[src/rtl/mem_pkg.sv]
// Shared definitions for the memory arbiter: bus-ownership encoding and default bus widths.
package mem_pkg;

  typedef enum logic {
    OWN_C = 1'b0,
    OWN_D = 1'b1
  } own_e;

  localparam int unsigned DEF_AW = 16;
  localparam int unsigned DEF_DW = 8;

endpackage

[src/rtl/mem_arbiter.sv]
// Single memory port shared between the cpu (priority owner) and a DMA engine, with
// bounded DMA starvation (MAX_WAIT) and bounded DMA bursts (BURST_LEN).
module mem_arbiter
  import mem_pkg::*;
#(
  parameter int unsigned AW        = DEF_AW,
  parameter int unsigned DW        = DEF_DW,
  parameter int unsigned MAX_WAIT  = 4,
  parameter int unsigned BURST_LEN = 8
) (
  input  logic          CLK,
  input  logic          R,
  input  logic          C_REQ,
  input  logic          C_WE,
  input  logic [AW-1:0] C_ADDR,
  input  logic [DW-1:0] C_DIN,
  output logic          C_GNT,
  output logic          C_RDY,
  input  logic          D_REQ,
  input  logic          D_WE,
  input  logic [AW-1:0] D_ADDR,
  input  logic [DW-1:0] D_DIN,
  output logic          D_GNT,
  output logic [DW-1:0] RD_DATA,
  output logic [AW-1:0] MEM_ADDR,
  output logic          MEM_WE,
  output logic [DW-1:0] MEM_DIN,
  input  logic [DW-1:0] MEM_DOUT
);

  localparam int unsigned WW = $clog2(MAX_WAIT + 1);
  localparam int unsigned BW = $clog2(BURST_LEN + 1);
  localparam logic [WW-1:0] WAIT_LAST  = WW'(MAX_WAIT - 1);
  localparam logic [BW-1:0] BURST_LAST = BW'(BURST_LEN - 1);

  own_e          own_q, own_d;
  logic [WW-1:0] wait_cnt_q, wait_cnt_d;
  logic [BW-1:0] burst_cnt_q, burst_cnt_d;
  logic          c_gnt, d_gnt;

  // Grants are combinational so the access completes in the requesting cycle.
  always_comb begin
    c_gnt = 1'b0;
    d_gnt = 1'b0;
    if (!R) begin
      if (own_q == OWN_C) begin
        c_gnt = C_REQ;
        d_gnt = ~C_REQ & D_REQ;
      end else begin
        d_gnt = D_REQ;
        c_gnt = ~D_REQ & C_REQ;
      end
    end
  end

  always_comb begin
    MEM_ADDR = C_ADDR;
    MEM_DIN  = '0;
    MEM_WE   = 1'b0;
    if (c_gnt) begin
      MEM_DIN = C_DIN;
      MEM_WE  = C_WE;
    end else if (d_gnt) begin
      MEM_ADDR = D_ADDR;
      MEM_DIN  = D_DIN;
      MEM_WE   = D_WE;
    end
  end

  always_comb begin
    own_d       = own_q;
    wait_cnt_d  = wait_cnt_q;
    burst_cnt_d = burst_cnt_q;
    if (own_q == OWN_C) begin
      // Only a blocked D counts toward starvation; free-slot grants restart the count.
      if (c_gnt && D_REQ) begin
        if (wait_cnt_q >= WAIT_LAST) begin
          own_d       = OWN_D;
          wait_cnt_d  = '0;
          burst_cnt_d = '0;
        end else begin
          wait_cnt_d = wait_cnt_q + 1'b1;
        end
      end else begin
        wait_cnt_d = '0;
      end
    end else begin
      wait_cnt_d = '0;
      if (!D_REQ || burst_cnt_q >= BURST_LAST) begin
        own_d       = OWN_C;
        burst_cnt_d = '0;
      end else begin
        burst_cnt_d = burst_cnt_q + 1'b1;
      end
    end
  end

  always_ff @(posedge CLK) begin
    if (R) begin
      own_q       <= OWN_C;
      wait_cnt_q  <= '0;
      burst_cnt_q <= '0;
    end else begin
      own_q       <= own_d;
      wait_cnt_q  <= wait_cnt_d;
      burst_cnt_q <= burst_cnt_d;
    end
  end

  assign C_GNT   = c_gnt;
  assign D_GNT   = d_gnt;
  assign C_RDY   = c_gnt | ~C_REQ;
  assign RD_DATA = MEM_DOUT;

endmodule

[config.mk]
export PLATFORM = sky130hd
export DESIGN_NAME = mem_arbiter
export DESIGN_NICKNAME = d
export VERILOG_FILES = /design/src/rtl/mem_pkg.sv /design/src/rtl/mem_arbiter.sv
export SDC_FILE = /design/constraint.sdc
export NUM_CORES = 1
export LEC_CHECK = 0
export CAP_MARGIN = 0
export CORE_UTILIZATION = 27
export DETAILED_ROUTE_END_ITERATION = 10
export PLACE_DENSITY = 0.88
export SYNTH_ARGS = -nofsm -noshare
export SYNTH_HDL_FRONTEND = slang
export SYNTH_SLANG_ARGS = --single-unit
[constraint.sdc]
create_clock -name CLK -period 2.15 [get_ports CLK]
set_clock_uncertainty 0.05 [all_clocks]
set_input_delay 0.215 -clock CLK [delete_from_list [all_inputs] [get_ports CLK]]
set_output_delay 0.215 -clock CLK [all_outputs]
set_load 0.05 [all_outputs]
==> metrics.md <==
| Metric | Value |
|---|---|
| Crit path arrival time | roughly 1.8 ns |
| Power Dens Cells | 393.4 nW/µm² |
| LEAKAGE | 0.6769 nW |
| Setup repair bufs after CTS | 0 |
| Number of nets in the finished design | 222 |
| Die width | between 50 and 60 µm |
| CTS max path bufs | 2 |
| Synthesized area per cell | 9.522 µm² |
| Net count after synthesis | 142 |
| Drt drc | 0 |
| Hold Buf Count CTS | 0 |
| CTS buffer count | 3 |
| Root buf cell | sky130_fd_sc_hd__clkbuf_4 |
| Final-report max-slew violation count | 0 |
| Area of the mapped netlist | 733.2 µm² |
| Final hold violations | 0 |
| Proportion of layout cells with a drive suffix above 1 | 35.48% |
| Sw Share | 36.51% |
| Register-to-Register Setup Slack | 0.61 ns |
| Aggregate negative setup slack | 0 ns |
| Post-synthesis sequential area ratio | between 20 and 25% |
| Placement-stage cell area | 1628 µm² |
| Highest fanout seen on the critical path | 15 |
| Share of power burned in the clock network | 17.2% |
| Post-cts sizing count | 0 |
| Routability-driven placement congestion ratio | 0.7526 |
| Largest net degree at the start of global routing | 16 |
| Switching power total | 0.2370 mW |
| Total routed wirelength | 2.915 mm |
| DIE AREA | 2928 µm² |
| Max-cap viol count | 0 |
| Worst Setup Path Type | input port to output port |
| Worst setup SP type | input port |
| Status | complete, no violations |
| Filler cell count in the final layout | around 190 |
| Initial Util | 29.07% |
| Core Area | between 2000 and 3000 µm² |
| Synth-to-layout area growth | 125.1% |
| Number of nets still failing antenna checks after routing | 0 |
| Worst-margin pin slew | 0.3512 ns |
| Total GRT Usage | 19.43% |
| Remaining max-slew budget at the tightest pin | 76.45% |
| Endpoint type of the worst setup path | output port |
| Insertion delay of the later-clocked pin in the worst-skew pair | 0.25 ns |
| GR Overflow Total | 0 |
| Final antenna diode count | 0 |
| Initial DRC count | 13 |
| Gate count after technology mapping | 77 |
| # H-tree levels | 1 |
| Final total power | 0.6492 mW |
| Final critical path time including I/O delays and setup | 2.050 ns |
| TritonCTS clock tree | yes |
| Die Y-Extent | 54.11 µm |
| Wire length of the first global-routing pass | 3.933 mm |
| Highest clock rate | 487.9 MHz |
| Final instance area | ~1700 µm² |
| RSZ-0062 raised after global routing | no |
| Sequential power share | 23.1% |
| Logic pwr share | 59.7% |
| Cell internal power dissipation | approximately 0.4 mW |
| Fin crit share | 95.33% |
| Post-synthesis sequential element count | 8 |
| Number of sinks driven by the clock tree | 8 |
| First-pass detailed-route iteration total | 4 |
| Drt via density | 4.811 |
| Distinct cell type count after synthesis | 23 |
| Total I/O pin count | 98 |
| Detailed placer's ending HPWL | 2.488 mm |
| Synthesis warning total | 0 |
| Vias | 890 |
| Hold Crit Class | input port to output port |
| Routed wirelength normalized by instance count | 15.76 µm |
| Row cnt | 18 |
| Worst vdd ir | 300.4 µV |
| Antenna violations before repair | 0 |
| Req. time, crit path | 1.88 ns |
| Final setup vio count | 0 |
| IO Port Bufs | 81 |
| Number of global-route vias before repair | 841 |
[routing by layer]
| metal | track usage [%] | vias to the layer above | wire length, µm |
|---|---|---|---|
| met2 | 36.21 | 44 | 1457 |
| met1 | 18.60 | 413 | 984 |
| met4 | 6.410 | 0 | 0 |
| met3 | 9.040 | 0 | 473 |
| met5 | 0 | - | 0 |
| li1 | - | 433 | - |
[path summary, 6_finish.rpt]
path	from	to	depth (start not counted)
worst max-delay path	C_REQ	MEM_ADDR[13]	6
worst min register to register	wait_cnt_q[0]	wait_cnt_q[0]	1
worst max register to register	wait_cnt_q[0]	own_q	5
worst min-delay path	MEM_DOUT[7]	RD_DATA[7]	0
[layout by cell type (no fill, tap or decap), types with 2 or more instances in the layout]
| cell type | Yosys | routed |
|---|---|---|
| sky130_fd_sc_hd__buf_4 | 9 | 20 |
| sky130_fd_sc_hd__inv_1 | 3 | 3 |
| sky130_fd_sc_hd__clkbuf_4 | 0 | 3 |
| sky130_fd_sc_hd__mux2_2 | 16 | 16 |
| sky130_fd_sc_hd__dfxtp_1 | 8 | 8 |
| sky130_fd_sc_hd__o21ai_0 | 2 | 2 |
| sky130_fd_sc_hd__nor2_1 | 5 | 5 |
| sky130_fd_sc_hd__ha_1 | 3 | 3 |
| sky130_fd_sc_hd__a22o_1 | 10 | 10 |
| sky130_fd_sc_hd__buf_12 | 0 | 13 |
| sky130_fd_sc_hd__a211oi_1 | 2 | 2 |
| sky130_fd_sc_hd__clkdlybuf4s50_1 | 0 | 53 |
| sky130_fd_sc_hd__nor2b_1 | 2 | 2 |
| sky130_fd_sc_hd__nand2_1 | 5 | 5 |
[power groups by stage]
stage	sequential [mW]	clock, mW	combinational [mW]
detailed placement	0.153	0	0.388
floorplan	0.153	0	0.222
CTS	0.150	0.119	0.389
global placement	0.153	0	0.384
finish	0.150	0.112	0.387
global route	0.150	0.129	0.401
[through the flow]
stage	util [%]	setup WS, ns	hold WS [ns]	cells
detailed placement	64.53	0.1021	0.3803	182
floorplan	-	0.3427	0.3536	77
finish	65.43	0.1005	0.3800	185
global placement	64.53	0.1560	0.3792	182
CTS	65.43	0.09770	0.3803	185
global route	65.43	0.01747	0.3801	185
[critical path: stages]
cell,delay [ns]
sky130_fd_sc_hd__clkdlybuf4s50_1,0.43
sky130_fd_sc_hd__nor2b_4,0.15
sky130_fd_sc_hd__nor3b_4,0.27
sky130_fd_sc_hd__buf_12,0.19
sky130_fd_sc_hd__mux2_2,0.34
sky130_fd_sc_hd__buf_4,0.19
[Yosys cell counts]
library cell	number	area, µm²
sky130_fd_sc_hd__mux2_2	16	180.2
sky130_fd_sc_hd__a22o_1	10	87.58
sky130_fd_sc_hd__buf_4	9	67.56
sky130_fd_sc_hd__dfxtp_1	8	160.2
sky130_fd_sc_hd__nand2_1	5	18.77
sky130_fd_sc_hd__nor2_1	5	18.77
sky130_fd_sc_hd__ha_1	3	37.54
sky130_fd_sc_hd__inv_1	3	11.26
sky130_fd_sc_hd__a211oi_1	2	15.01
sky130_fd_sc_hd__nor2b_1	2	12.51
sky130_fd_sc_hd__o21ai_0	2	10.01
sky130_fd_sc_hd__a32o_1	1	10.01
sky130_fd_sc_hd__and4bb_2	1	12.51
sky130_fd_sc_hd__buf_2	1	5.000
sky130_fd_sc_hd__buf_6	1	11.26
sky130_fd_sc_hd__nand2b_1	1	6.260
sky130_fd_sc_hd__nand3_1	1	5.000
sky130_fd_sc_hd__nand4b_1	1	8.760
sky130_fd_sc_hd__nor2b_4	1	13.76
sky130_fd_sc_hd__nor3b_4	1	18.77
sky130_fd_sc_hd__o21a_1	1	7.510
sky130_fd_sc_hd__o22ai_1	1	6.260
sky130_fd_sc_hd__o2bb2ai_1	1	8.760
[registers in the layout, indices dropped and copies added, names as in the netlist]
signal	flops
wait_cnt_q	3
burst_cnt_q	4
own_q	1
[logic make-up after synthesis]
kind of cell             share of synthesized area (%)
flip-flops                                       21.84
buffers and inverters                            12.97
AND/OR/NAND/NOR                                  15.70
multiplexers                                     24.57
AO/OA/AOI/OAI                                    19.80
adder cells (fa/ha/maj)                          5.120
[cell type report]
class	instances	area, µm²	area share (%)
flip-flops and latches	8	160.2	9.704
repair buffers	86	940.9	57.01
well taps	30	37.54	2.274
inverters	3	11.26	0.6823
clock buffers	3	22.52	1.365
multi-input cells	55	478.0	28.96
(Power assumes the default switching activity.)
